### src/rtl/dram_arb_pkg.sv
// Shared types and default sizing for the DRAM requester arbiter.
//   N_REQ_DEF / ADDR_W_DEF / DATA_W_DEF / MAX_OUT_DEF : default parameter values
//   TAG_W      : requester-index width for the default requester count
//   dram_req_t : request payload {we, addr, wdata} at default widths
//   tag_width(): requester-index width for any requester count (min 1 bit)
package dram_arb_pkg;

    localparam int unsigned N_REQ_DEF   = 2;
    localparam int unsigned ADDR_W_DEF  = 27;
    localparam int unsigned DATA_W_DEF  = 128;
    localparam int unsigned MAX_OUT_DEF = 4;
    localparam int unsigned TAG_W       = $clog2(N_REQ_DEF);

    typedef struct packed {
        logic                  we;
        logic [ADDR_W_DEF-1:0] addr;
        logic [DATA_W_DEF-1:0] wdata;
    } dram_req_t;

    function automatic int unsigned tag_width(input int unsigned n);
        return (n > 1) ? $clog2(n) : 1;
    endfunction

endpackage

### src/rtl/tag_fifo.sv
// In-order FIFO of requester tags for reads in flight.
//   clk, rst   : clock, synchronous active-high reset (empties the FIFO)
//   push_i     : write din_i (accepted when not full, or when popping this cycle)
//   pop_i      : drop the head entry (ignored when empty)
//   head_o     : oldest tag
//   empty_o    : no tags stored
//   full_o     : DEPTH tags stored
// DEPTH must be a power of two so the pointers wrap naturally.
module tag_fifo #(
    parameter int unsigned DEPTH = 4,
    parameter int unsigned W     = 1
) (
    input  logic         clk,
    input  logic         rst,
    input  logic         push_i,
    input  logic         pop_i,
    input  logic [W-1:0] din_i,
    output logic [W-1:0] head_o,
    output logic         empty_o,
    output logic         full_o
);

    localparam int unsigned PW = (DEPTH > 1) ? $clog2(DEPTH) : 1;
    localparam int unsigned CW = $clog2(DEPTH + 1);

    logic [W-1:0]  mem_q [DEPTH];
    logic [PW-1:0] wr_q;
    logic [PW-1:0] rd_q;
    logic [CW-1:0] cnt_q;
    logic          do_push;
    logic          do_pop;

    assign empty_o = (cnt_q == '0);
    assign full_o  = (cnt_q == CW'(DEPTH));
    assign head_o  = mem_q[rd_q];
    assign do_pop  = pop_i && !empty_o;
    // A pop frees the head slot in the same cycle, so a full FIFO may take a push then.
    assign do_push = push_i && (!full_o || do_pop);

    // Pointer, count and storage update
    always_ff @(posedge clk) begin
        if (rst) begin
            wr_q  <= '0;
            rd_q  <= '0;
            cnt_q <= '0;
        end else begin
            if (do_push) begin
                mem_q[wr_q] <= din_i;
                wr_q        <= wr_q + PW'(1);
            end
            if (do_pop) begin
                rd_q <= rd_q + PW'(1);
            end
            case ({do_push, do_pop})
                2'b10:   cnt_q <= cnt_q + CW'(1);
                2'b01:   cnt_q <= cnt_q - CW'(1);
                default: cnt_q <= cnt_q;
            endcase
        end
    end

endmodule

### src/rtl/dram_arbiter.sv
// Round-robin arbiter sharing one DRAM master request channel between N_REQ requesters.
//   clk, rst           : clock, synchronous active-high reset
//   s_req_*            : per-requester request (valid/ready/we/addr/wdata, packed per requester)
//   s_resp_valid/rdata : read response routed back to the issuing requester
//   m_req_*            : registered one-entry issue slot towards the DRAM buffer
//   m_resp_*           : in-order read data from the DRAM buffer, no backpressure
//   err                : sticky flag, set by a response with no read outstanding
module dram_arbiter
    import dram_arb_pkg::*;
#(
    parameter int unsigned N_REQ   = N_REQ_DEF,
    parameter int unsigned ADDR_W  = ADDR_W_DEF,
    parameter int unsigned DATA_W  = DATA_W_DEF,
    parameter int unsigned MAX_OUT = MAX_OUT_DEF
) (
    input  logic                     clk,
    input  logic                     rst,
    input  logic [N_REQ-1:0]         s_req_valid,
    output logic [N_REQ-1:0]         s_req_ready,
    input  logic [N_REQ-1:0]         s_req_we,
    input  logic [N_REQ*ADDR_W-1:0]  s_req_addr,
    input  logic [N_REQ*DATA_W-1:0]  s_req_wdata,
    output logic [N_REQ-1:0]         s_resp_valid,
    output logic [DATA_W-1:0]        s_resp_rdata,
    output logic                     m_req_valid,
    input  logic                     m_req_ready,
    output logic                     m_req_we,
    output logic [ADDR_W-1:0]        m_req_addr,
    output logic [DATA_W-1:0]        m_req_wdata,
    input  logic                     m_resp_valid,
    input  logic [DATA_W-1:0]        m_resp_rdata,
    output logic                     err
);

    localparam int unsigned TW = tag_width(N_REQ);

    typedef struct packed {
        logic              we;
        logic [ADDR_W-1:0] addr;
        logic [DATA_W-1:0] wdata;
    } slot_t;

    slot_t            slot_q, slot_d;
    logic             valid_q, valid_d;
    logic [TW-1:0]    ptr_q, ptr_d;
    logic             err_q, err_d;

    logic [N_REQ-1:0] elig;
    logic [TW-1:0]    rr_idx;
    logic [TW-1:0]    winner;
    logic             any_elig;
    logic             slot_free;
    logic             grant;
    logic             rd_push;
    logic             rsp_pop;
    logic             fifo_empty;
    logic             fifo_full;
    logic [TW-1:0]    fifo_head;

    assign slot_free = !valid_q || m_req_ready;
    assign rsp_pop   = m_resp_valid && !fifo_empty;

    // Reads need a free tag entry, or one freed by this cycle's response
    always_comb begin
        elig = '0;
        for (int unsigned i = 0; i < N_REQ; i++) begin
            elig[i] = s_req_valid[i] && (s_req_we[i] || !fifo_full || rsp_pop);
        end
    end

    // Round-robin search starting at the pointer
    always_comb begin
        rr_idx   = '0;
        winner   = '0;
        any_elig = 1'b0;
        for (int unsigned k = 0; k < N_REQ; k++) begin
            rr_idx = TW'((32'(ptr_q) + k) % N_REQ);
            if (!any_elig && elig[rr_idx]) begin
                any_elig = 1'b1;
                winner   = rr_idx;
            end
        end
    end

    assign grant        = slot_free && any_elig && !rst;
    assign rd_push      = grant && !s_req_we[winner];
    assign s_req_ready  = grant ? (N_REQ'(1) << winner) : '0;
    assign s_resp_valid = (rsp_pop && !rst) ? (N_REQ'(1) << fifo_head) : '0;
    assign s_resp_rdata = m_resp_rdata;

    assign m_req_valid = valid_q;
    assign m_req_we    = slot_q.we;
    assign m_req_addr  = slot_q.addr;
    assign m_req_wdata = slot_q.wdata;
    assign err         = err_q;

    // Next-state: issue slot, pointer, sticky error
    always_comb begin
        slot_d  = slot_q;
        valid_d = valid_q;
        ptr_d   = ptr_q;
        err_d   = err_q || (m_resp_valid && fifo_empty);
        if (slot_free) begin
            valid_d = grant;
        end
        if (grant) begin
            slot_d.we    = s_req_we[winner];
            slot_d.addr  = s_req_addr[32'(winner)*ADDR_W +: ADDR_W];
            slot_d.wdata = s_req_wdata[32'(winner)*DATA_W +: DATA_W];
            ptr_d        = TW'((32'(winner) + 1) % N_REQ);
        end
    end

    always_ff @(posedge clk) begin
        if (rst) begin
            slot_q  <= '0;
            valid_q <= 1'b0;
            ptr_q   <= '0;
            err_q   <= 1'b0;
        end else begin
            slot_q  <= slot_d;
            valid_q <= valid_d;
            ptr_q   <= ptr_d;
            err_q   <= err_d;
        end
    end

    tag_fifo #(
        .DEPTH (MAX_OUT),
        .W     (TW)
    ) u_tag_fifo (
        .clk     (clk),
        .rst     (rst),
        .push_i  (rd_push),
        .pop_i   (rsp_pop),
        .din_i   (winner),
        .head_o  (fifo_head),
        .empty_o (fifo_empty),
        .full_o  (fifo_full)
    );

endmodule
### config.mk
export PLATFORM = sky130hd
export DESIGN_NAME = dram_arbiter
export DESIGN_NICKNAME = d
export VERILOG_FILES = /design/src/rtl/dram_arb_pkg.sv /design/src/rtl/tag_fifo.sv /design/src/rtl/dram_arbiter.sv
export SDC_FILE = /design/constraint.sdc
export NUM_CORES = 1
export LEC_CHECK = 0
export ABC_AREA = 1
export CAP_MARGIN = 5
export CORE_AREA = 2 2 288 290
export CTS_CLUSTER_DIAMETER = 50
export DETAILED_ROUTE_END_ITERATION = 16
export DIE_AREA = 0 0 290 292
export GPL_ROUTABILITY_DRIVEN = 0
export PLACE_DENSITY_LB_ADDON = 0.25
export SYNTH_ARGS = -nofsm -noshare
export SYNTH_HDL_FRONTEND = slang
export SYNTH_HIERARCHICAL = 1
export SYNTH_SLANG_ARGS = --single-unit
### constraint.sdc
create_clock -name clk -period 2.5 [get_ports clk]
set_input_delay 0.5 -clock clk [delete_from_list [all_inputs] [get_ports clk]]
set_output_delay 0.5 -clock clk [all_outputs]
set_load 0.02 [all_outputs]
# Yosys cells after proc, flatten, opt, wreduce, memory -nomap -nowiden
# Memories as Yosys holds them, arrays and structs flattened. A register that Yosys moved wholly into a read port is not among the register bits.
# Index checks and enable logic that the tools add are counted.
# op_classes
addsub,6
mul,1
n_lt_le_gt_ge,3
n_eq_ne,3
shifts,4
n_mux,18
reduce_logical,26
# ops
op,n
256-bit by 9-bit indexed part select with 128-bit output,1
54-bit by 7-bit indexed part select with 27-bit output,1
1-bit 2-to-1 mux,13
1-bit logical AND,11
2-bit 2-to-1 mux,4
1-bit logical OR,7
1-bit zero test,6
"1-bit by 2-bit less-than comparator with 1-bit output, second input constant",3
"1-bit by 5-bit multiplier with 6-bit output, second input constant",1
3-bit one-hot mux with 2 select lines,1
"2-bit by 1-bit adder with 2-bit output, second input constant",2
"1-bit by 1-bit << shifter with 2-bit output, first input constant",2
"3-bit by 1-bit adder with 3-bit output, second input constant",1
"3-bit equality test, second input constant",1
3-bit zero test,1
"3-bit by 1-bit subtractor with 3-bit output, second input constant",1
"1-bit adder, second input constant",2
"2-bit by 1-bit equality test with 1-bit output, second input constant",1
"2-bit equality test, second input constant",1
2-bit nonzero test,1
# word_totals
register_bits,166
ram_bits,4
in_bits,446
out_inout_bits,290
wordCells,71
mem_count,1
# mem_list
name,words,word_bits,rd,rd_clocked_by_memory_dff,wr,line,text
u_tag_fifo.mem_q,4,1,1,1,1,tag_fifo.sv:26,logic [W-1:0] mem_q [DEPTH];

# Depth between registers and ports, before layout
# Gate-level depths: netlist of run 1.
# logic_depth
depth_word,19
mapped_depth,23
mapped_depth_nobuf,22

# Cells and area by module
# Netlist of run 1, hierarchy kept.
# by_module_without_submodules
module,n_inst,cells_per_inst,area_each_um2,seq_area_each_um2
dram_arbiter,1,1361,8729.6,3183.1
tag_fifo,1,85,670.6,300.3

# Worst setup path before layout of run 1
# No wires, ideal clock.
# synth_path
kind,reg-to-reg
start,reg u_tag_fifo.cnt_q[0]
end,reg u_tag_fifo.cnt_q[2]
setup_ns,0.113
arrival_ns,2.417
required_time_ns,2.387
setup_slack_ns,-0.030
path_stages_with_launch,24
path_buffers,1
period_less_slack_ns,2.530
path_cell_list,dfxtp_1 > nor2_2 > nand2_2 > inv_1 > inv_1 > nand2_2 > nand2_1 > nand3_1 > nand2_2 > buf_4 > inv_1 > nand2_1 > nand3_1 > inv_1 > nand2_1 > ha_1 > inv_1 > fa_1 > inv_1 > nand2_1 > nand3_1 > nand2_1 > nand2_1 > nor2_1
# synth_via
elab_chain_len,18
elab_cells_between_ends,36
classes_between,2 x add/sub; 3 x eq/ne; 11 x mux; 20 x reduce/logical
# synth_rtl
item,line,text
"start, declared",tag_fifo.sv:29,logic [CW-1:0] cnt_q;
"start signal, assigned",tag_fifo.sv:55,2'b10: cnt_q <= cnt_q + CW'(1);
"start signal, assigned",tag_fifo.sv:56,2'b01: cnt_q <= cnt_q - CW'(1);
"start signal, assigned",tag_fifo.sv:57,default: cnt_q <= cnt_q;
3-bit zero test (*),tag_fifo.sv:33,assign empty_o = (cnt_q == '0);
via fifo_empty,dram_arbiter.sv:56,logic fifo_empty;
1-bit zero test (*),dram_arbiter.sv:61,assign rsp_pop = m_resp_valid && !fifo_empty;
1-bit logical AND (*),dram_arbiter.sv:61,
1-bit logical OR,dram_arbiter.sv:67,elig[i] = s_req_valid[i] && (s_req_we[i] || !fifo_full || rsp_pop);
1-bit logical AND,dram_arbiter.sv:67,
1-bit 2-to-1 mux (not written as such) (2 in a row),dram_arbiter.sv:78,if (!any_elig && elig[rr_idx]) begin
1-bit 2-to-1 mux,dram_arbiter.sv:78,
[... 3 more ...],--,
via winner,dram_arbiter.sv:50,logic [TW-1:0] winner;
1-bit 2-to-1 mux (not written as such) (*) (2 in a row),dram_arbiter.sv:86,assign rd_push = grant && !s_req_we[winner];
1-bit zero test (*),dram_arbiter.sv:86,
1-bit logical AND (*),dram_arbiter.sv:86,
via rd_push,dram_arbiter.sv:54,logic rd_push;
1-bit logical AND (*),tag_fifo.sv:38,assign do_push = push_i && (!full_o || do_pop);
2-bit by 1-bit equality test with 1-bit output / 2-bit equality test (equally long branches),tag_fifo.sv:54,"case ({do_push, do_pop})"
3-bit one-hot mux with 2 select lines / 2-bit nonzero test (equally long branches),--,
# Mark *: on every way through the listed nets, which the timed path passes. The rest lies on a longest branch. The select of a mux whose other input is x is not followed.
# A chain may end at the register's enable or synchronous reset.

# Worst setup path in the final report of run 1
# layout_path
start,reg u_tag_fifo.cnt_q[0]
end,reg u_tag_fifo.cnt_q[2]
# layout_via
elab_chain_len,18
elab_cells_between_ends,36
classes_between,2 x add/sub; 3 x eq/ne; 11 x mux; 20 x reduce/logical
# layout_rtl
item,line,text
3-bit equality test (*),tag_fifo.sv:34,assign full_o = (cnt_q == CW'(DEPTH));
via fifo_full,dram_arbiter.sv:57,logic fifo_full;
1-bit zero test (*),dram_arbiter.sv:67,
1-bit logical OR (2 in a row),dram_arbiter.sv:67,
1-bit logical AND,dram_arbiter.sv:67,
1-bit 2-to-1 mux (not written as such) (2 in a row),dram_arbiter.sv:78,
1-bit 2-to-1 mux,dram_arbiter.sv:78,
1-bit zero test,dram_arbiter.sv:78,
1-bit logical AND,dram_arbiter.sv:78,
1-bit 2-to-1 mux,dram_arbiter.sv:78,
1-bit 2-to-1 mux (not written as such) (2 in a row),dram_arbiter.sv:86,
1-bit zero test,dram_arbiter.sv:86,
1-bit logical AND (*),dram_arbiter.sv:86,
via rd_push,dram_arbiter.sv:54,
1-bit logical AND (*),tag_fifo.sv:38,
2-bit by 1-bit equality test with 1-bit output / 2-bit equality test (equally long branches),tag_fifo.sv:54,
3-bit one-hot mux with 2 select lines / 2-bit nonzero test (equally long branches),--,
# Marked as above.

==> flow_summary.toml, run 1 <==
[global_route]
grt.busiest_layer = "met2"
track_usage = 0.0963
met3_usage = 0.0336
grt_max_degree = 112
grt_pass1_wl_mm = 62.6
grtUsageMet2 = 0.170
use_met1 = 0.103
overflow = 0
antenna_found_initial = 0
grt_pass1_vias = 10300

[clocking]
clk_latency_ns = 0.49
clock-root-buffer = "clkbuf_16"
clock_sinks = 172
cts_tree = "done"
cts_max_level = 4
clockBufferDepth = 2
holdBufCountCts = 0
clk_pin_slew_ns = 0.08
cts_buffers = 17

[final_layout]
seq_area_um2 = 3490
nFillCells = 9224
layout.nets = 2212
synthToLayoutAreaGrowth_pct = 62.3
antennaDiodeCount = 0
drive_gt1_frac = 0.0666
multi_input_area_um2 = 4440

[logic_synthesis]
synth.area.top_cells = "dfxtp_1, nand2_1, buf_4"
ys.warnings.count = 6
avgSynthCellArea_um2 = 6.50
synth.largest_area_cell = "dfxtp_1"
synthTopCellsByCount = "nand2_1, dfxtp_1, nand3_1"
ys_types = 20
synth_top_area_share = 0.358
syn_inst = 1446
synth_edf_count = 4
synth_fp_nets = 1898
syn_area_um2 = 9400
synth-seq-cells = 172
ys_seq_area_frac = 0.371
synth_most_common_cell = "nand2_1"
synthArstFlopShare = 0
synthFlopType = "dfxtp_1"

[placed_design]
dpl.hpwl_mm = 31.0
io_buffer_count = 479

[timing]
worst_slew_pin_slew_ns = 0.647
relSlewSlack = 0.568
setup-tns-final_ns = 0
post-route-period-util = 0.942
rsz0062_at_grt = "yes"
fin_crit_ns = 2.36
clock_skew_ns = 0.0171
setup_viol = 0
fmax_mhz = 425
final-hold-violation-count = 0
final_max_slew_viol_count = 0

[critical_path]
end_kind = "flip-flop"
arrival_ns = 2.73
worstPathMaxFanout = 3
criticalPathCategory = "flip-flop to flip-flop"
crit_required_ns = 2.87
cp-start-kind = "flip-flop"

[drt]
wirelength_mm = 41.9
via_count = 10200
dr.pass1.iters = 5
detail_route.iter0.violations = 433
wl_per_cell_um = 14.7
drc = 0
vias_per_cell = 3.57
ant_nets = 0

[floorplanning]
die_h_um = 292
num_io_pins = 736
die_w_um = 290
start_util = 0.115
core_um2 = 81600
std_cell_rows = 105
dieArea_um2 = 84700

[power]
power_density_nw_per_um2 = 533
irDropWorstVdd_v = 0.000442
total_power_mw = 8.13
leakage_nw = 5.99

[status]
status = "finished clean"

[job]
maxCapViolCount = 0

[min_path]
timing.hold.worst.class = "input pin to flip-flop"
routing by layer:
| layer | vias to the layer above | wire [um] |
|---|---|---|
| met3 | 96 | 3040 |
| met5 | - | 61 |
| met4 | 2 | 1360 |
| li1 | 5082 | - |
| met1 | 4615 | 16400 |
| met2 | 366 | 21100 |
worst paths after layout:
path / slack [ns] / cells past startpoint / end / start
worst max-delay path: 0.14 / 21 / u_tag_fifo/cnt_q[2] / u_tag_fifo/cnt_q[0]
worst min-delay path: 0.39 / 4 / ptr_q / rst
worst max register to register: 0.14 / 21 / u_tag_fifo/cnt_q[2] / u_tag_fifo/cnt_q[0]
worst min register to register: 0.46 / 2 / m_req_wdata[54] / m_req_wdata[54]
placed cells by master (no fill, tap or decap):
cell / netlist / layout
a21oi_1: 162 / 162
clkinv_8: 0 / 3
a21boi_4: 0 / 1
nor2_4: 0 / 3
buf_12: 0 / 10
nand2_8: 0 / 1
inv_8: 0 / 7
inv_6: 0 / 3
nand2_4: 0 / 2
inv_1: 31 / 24
nor3_2: 0 / 1
clkbuf_16: 0 / 17
clkinvlp_4: 0 / 2
nand3_1: 163 / 160
buf_4: 146 / 36
buf_2: 59 / 1
dfxtp_4: 0 / 2
nor2_1: 19 / 16
ha_1: 5 / 4
clkinv_4: 0 / 1
ha_4: 0 / 1
a32oi_2: 0 / 1
clkdlybuf4s50_1: 0 / 474
inv_2: 2 / 8
nor2_2: 2 / 2
clkdlybuf4s15_1: 0 / 2
nand3_2: 2 / 2
dfxtp_2: 0 / 1
buf_6: 0 / 2
fa_2: 0 / 1
nand3_4: 0 / 3
nand2_1: 646 / 640
o21ai_0: 4 / 4
nand2_2: 4 / 7
dfxtp_1: 168 / 165
edfxtp_1: 4 / 4
cell type report:
type                            count  share of cell area
Clock buffer                       17              0.0279
Clock inverter                     15              0.0111
Inverter                           33             0.00845
Multi-Input combinational cell   1011               0.291
Sequential cell                   172               0.229
Tap cell                         1070              0.0877
Timing Repair Buffer              525               0.345
sequential cells by signal, indices dropped and copies added (netlist names), named ones only:
register,flops
m_req_we,1
err,1
ptr_q,1
m_req_wdata,128
u_tag_fifo/cnt_q,3
m_req_valid,1
m_req_addr,27
u_tag_fifo/wr_q,2
u_tag_fifo/mem_q,4
u_tag_fifo/rd_q,2
critical path, stage by stage, from the launching register on:
cell and delay, ns:
dfxtp_4 0.36, nor3_2 0.19, inv_2 0.10, nor2_4 0.14
nand2_1 0.06, nand2_1 0.07, nand2_2 0.08, nand3_4 0.07
buf_6 0.11, inv_6 0.03, nand3_4 0.05, inv_2 0.04
nand2_2 0.06, ha_4 0.13, inv_2 0.04, fa_2 0.37
inv_2 0.07, nand2_2 0.05, nand3_2 0.07, nand2_1 0.05
nand2_1 0.05, nor2_1 0.04
through the flow:
step / instances / utilization / setup WS [ns] / hold WS, ns / cell area (um^2)
3_3_place_gp: 2802 / 0.178 / -0.370 / 0.452 / 14500
6_report: 2843 / 0.187 / 0.145 / 0.390 / 15300
4_1_cts: 2838 / 0.186 / 0.00175 / 0.332 / 15100
3_5_place_dp: 2802 / 0.178 / -0.370 / 0.454 / 14500
2_1_floorplan: 1446 / - / 0.0264 / 0.459 / 9400
5_1_grt: 2843 / 0.187 / -0.0584 / 0.357 / 15300
logic make-up (layout without fill, tap and decap cells):
kind of cell,Yosys count,count (layout),share of synthesized area
simple gates,837,837,0.359
buf+inv,263,590,0.171
flops,172,172,0.371
compound gates,168,168,0.0905
fa+ha+maj,6,6,0.00878
timing repair:
action | CTS | global route
hold endpoints to repair | 0 | 0
buffers inserted | 4 | 5
pin swaps | 3 | 14
gates resized for setup | 20 | 27
setup endpoints to repair | 5 | 12
report_power, final:
| group | switching, mW | total, mW | internal, mW | leakage [nW] |
|---|---|---|---|---|
| logic | 1.17 | 2.28 | 1.11 | 4.29 |
| clock network | 1.46 | 2.81 | 1.35 | 0.286 |
| registers | 0.105 | 3.04 | 2.94 | 1.41 |
| total | 2.73 | 8.13 | 5.39 | 5.99 |
Power figures use the tool's default switching activity.
==> inputs of run 2 (changes only) <==
Settings changed: SLEW_MARGIN set to 20.
Clock period 2.5 ns to 2 ns, I/O delays scaled along.
==> flow_summary.toml, run 2 (synthesis results as in run 1) <==
[clocking]
clk_pin_slew_ns = 0.08
clockBufferDepth = 2
cts_tree = "done"
clock-root-buffer = "clkbuf_16"
clock_sinks = 172
clk_latency_ns = 0.48
cts_buffers = 17
cts_max_level = 4

[drt]
drc = 0
detail_route.iter0.violations = 372
vias_per_cell = 3.72
ant_nets = 0
wl_per_cell_um = 19.2
dr.pass1.iters = 4
wirelength_mm = 56.4
via_count = 10900

[final_layout]
largest_reg_flops = 128
final_cell_mix = "nand2_1, clkdlybuf4s50_1, dfxtp_1"
drive_gt1_frac = 0.186
synthToLayoutAreaGrowth_pct = 89.3
layout_commonest_cell = "nand2_1"
nFillCells = 8971
layout.nets = 2299
stdcell_area_um2 = 17800
final_util = 0.218

[timing]
final_max_slew_viol_count = 0
rsz0062_at_grt = "yes"
fin_crit_ns = 2.29
worst_slew_pin_slew_ns = 0.928
fmax_mhz = 437
setup_ws_ns = -0.287
relSlewSlack = 0.382
setup-tns-final_ns = -10.69
clock_skew_ns = 0.0167
post-route-period-util = 1.14
final-hold-violation-count = 0
setup_viol = 121
whs_ns = 0.263

[power]
irDropWorstVdd_v = 0.000566
power_density_nw_per_um2 = 639
leakage_nw = 7.24

[global_route]
overflow = 0
track_usage = 0.114
grt_pass1_vias = 11000
antenna_found_initial = 2
grt_pass1_wl_mm = 71.9
grt_max_degree = 159

[floorplanning]
core_um2 = 81600
die_h_um = 292
start_util = 0.115
die_w_um = 290
dieArea_um2 = 84700
std_cell_rows = 105
num_io_pins = 736

[critical_path]
reg2reg_to = "u_tag_fifo/cnt_q[2]"
worstPathMaxFanout = 4
rr_startpoint = "u_tag_fifo/cnt_q[0]"
cp-start-kind = "flip-flop"
reg2reg_slack_ns = -0.27
criticalPathCategory = "flip-flop to primary output"
end_kind = "primary output"
r2r_cells = 19
crit_required_ns = 1.60
arrival_ns = 1.89

[placed_design]
placed_area_um2 = 14600
io_buffer_count = 479
post-place-ws_ns = -0.642
dpl.hpwl_mm = 31.4

[min_path]
timing.hold.worst.class = "input pin to flip-flop"
hold_start = "rst"
min_to = "ptr_q"
worstHoldPathCells = 4

[status]
violations = "negative setup slack"
status = "finished with violations"

[job]
maxCapViolCount = 0
==> run 2: changes by cell type in the layout (fill, tap and decap cells not counted), moves of 14 or more <==
cell / delta
a21oi_1: -27
a21oi_2: +27
buf_16: +37
buf_6: +14
clkbuf_16: +25
nand2_1: -105
nand2_2: +82
nand2_4: +23
==> run 2: timing repair <==
item | in CTS | in global routing
resized for setup | 232 | 79
setup endpoints to repair | 173 | 168
gates cloned | 26 | 29
hold buffers | 0 | 0
buffers inserted | 30 | 13
pin swaps | 74 | 15
==> run 2: how the worst max path moves through the flow <==
stage / from / end / slack [ns] / cells past startpoint
final: u_tag_fifo/cnt_q[1] / s_req_ready[1] / -0.29 / 12
after global routing: u_tag_fifo/cnt_q[0] / u_tag_fifo/cnt_q[2] / -0.44 / 20
after CTS: u_tag_fifo/cnt_q[0] / s_req_ready[1] / -0.31 / 11
after detailed placement: s_req_we[1] / u_tag_fifo/cnt_q[2] / -0.64 / 19
after global placement: s_req_we[1] / u_tag_fifo/cnt_q[2] / -0.70 / 19
after floorplan: u_tag_fifo/cnt_q[1] / u_tag_fifo/cnt_q[2] / -0.30 / 23
==> run 2: layout make-up <==
cell class	count	area, um^2	share of cell area
tap	1070	1340	0.0752
sequential	172	3490	0.196
clock buffer	18	429	0.0241
multi-input combinational	1011	4950	0.278
antenna	2	5.00	0.000281
clock inverter	14	169	0.00949
inverter	33	136	0.00766
timing repair buffer	612	7280	0.409
==> run 2: report_power, final <==
group	total [mW]	internal, mW	switching (mW)
logic	3.94	2.00	1.94
clock network	3.61	1.80	1.81
registers	3.82	3.67	0.151
total	11.4	7.47	3.90
==> run 2: metrics by stage <==
stage                     cells  power (mW)
after floorplan            1446        5.56
after global placement     2810        6.77
after detailed placement   2810        6.77
after CTS                  2892        11.3
after global routing       2932        12.0
final                      2932        11.4
==> run 2: layer usage <==
layer  global-route usage  vias to the layer above  part of all wire
met5              0.00454                        -           0.00090
met4               0.0516                        2             0.032
met3               0.0317                       96             0.056
met2                0.213                      436              0.53
met1                0.119                     5067              0.38
li1                     -                     5295                 -
==> run 2: worst max-delay path, cell delays in order, from the launching register on <==
cell	delay, ns
dfxtp_4	0.38
nor2_4	0.05
nand2_4	0.07
inv_4	0.04
inv_2	0.05
nand2_4	0.08
nand2_4	0.08
nand2_2	0.05
nand2_2	0.08
nand3_4	0.10
buf_12	0.15
nor2_2	0.13
buf_6	0.14
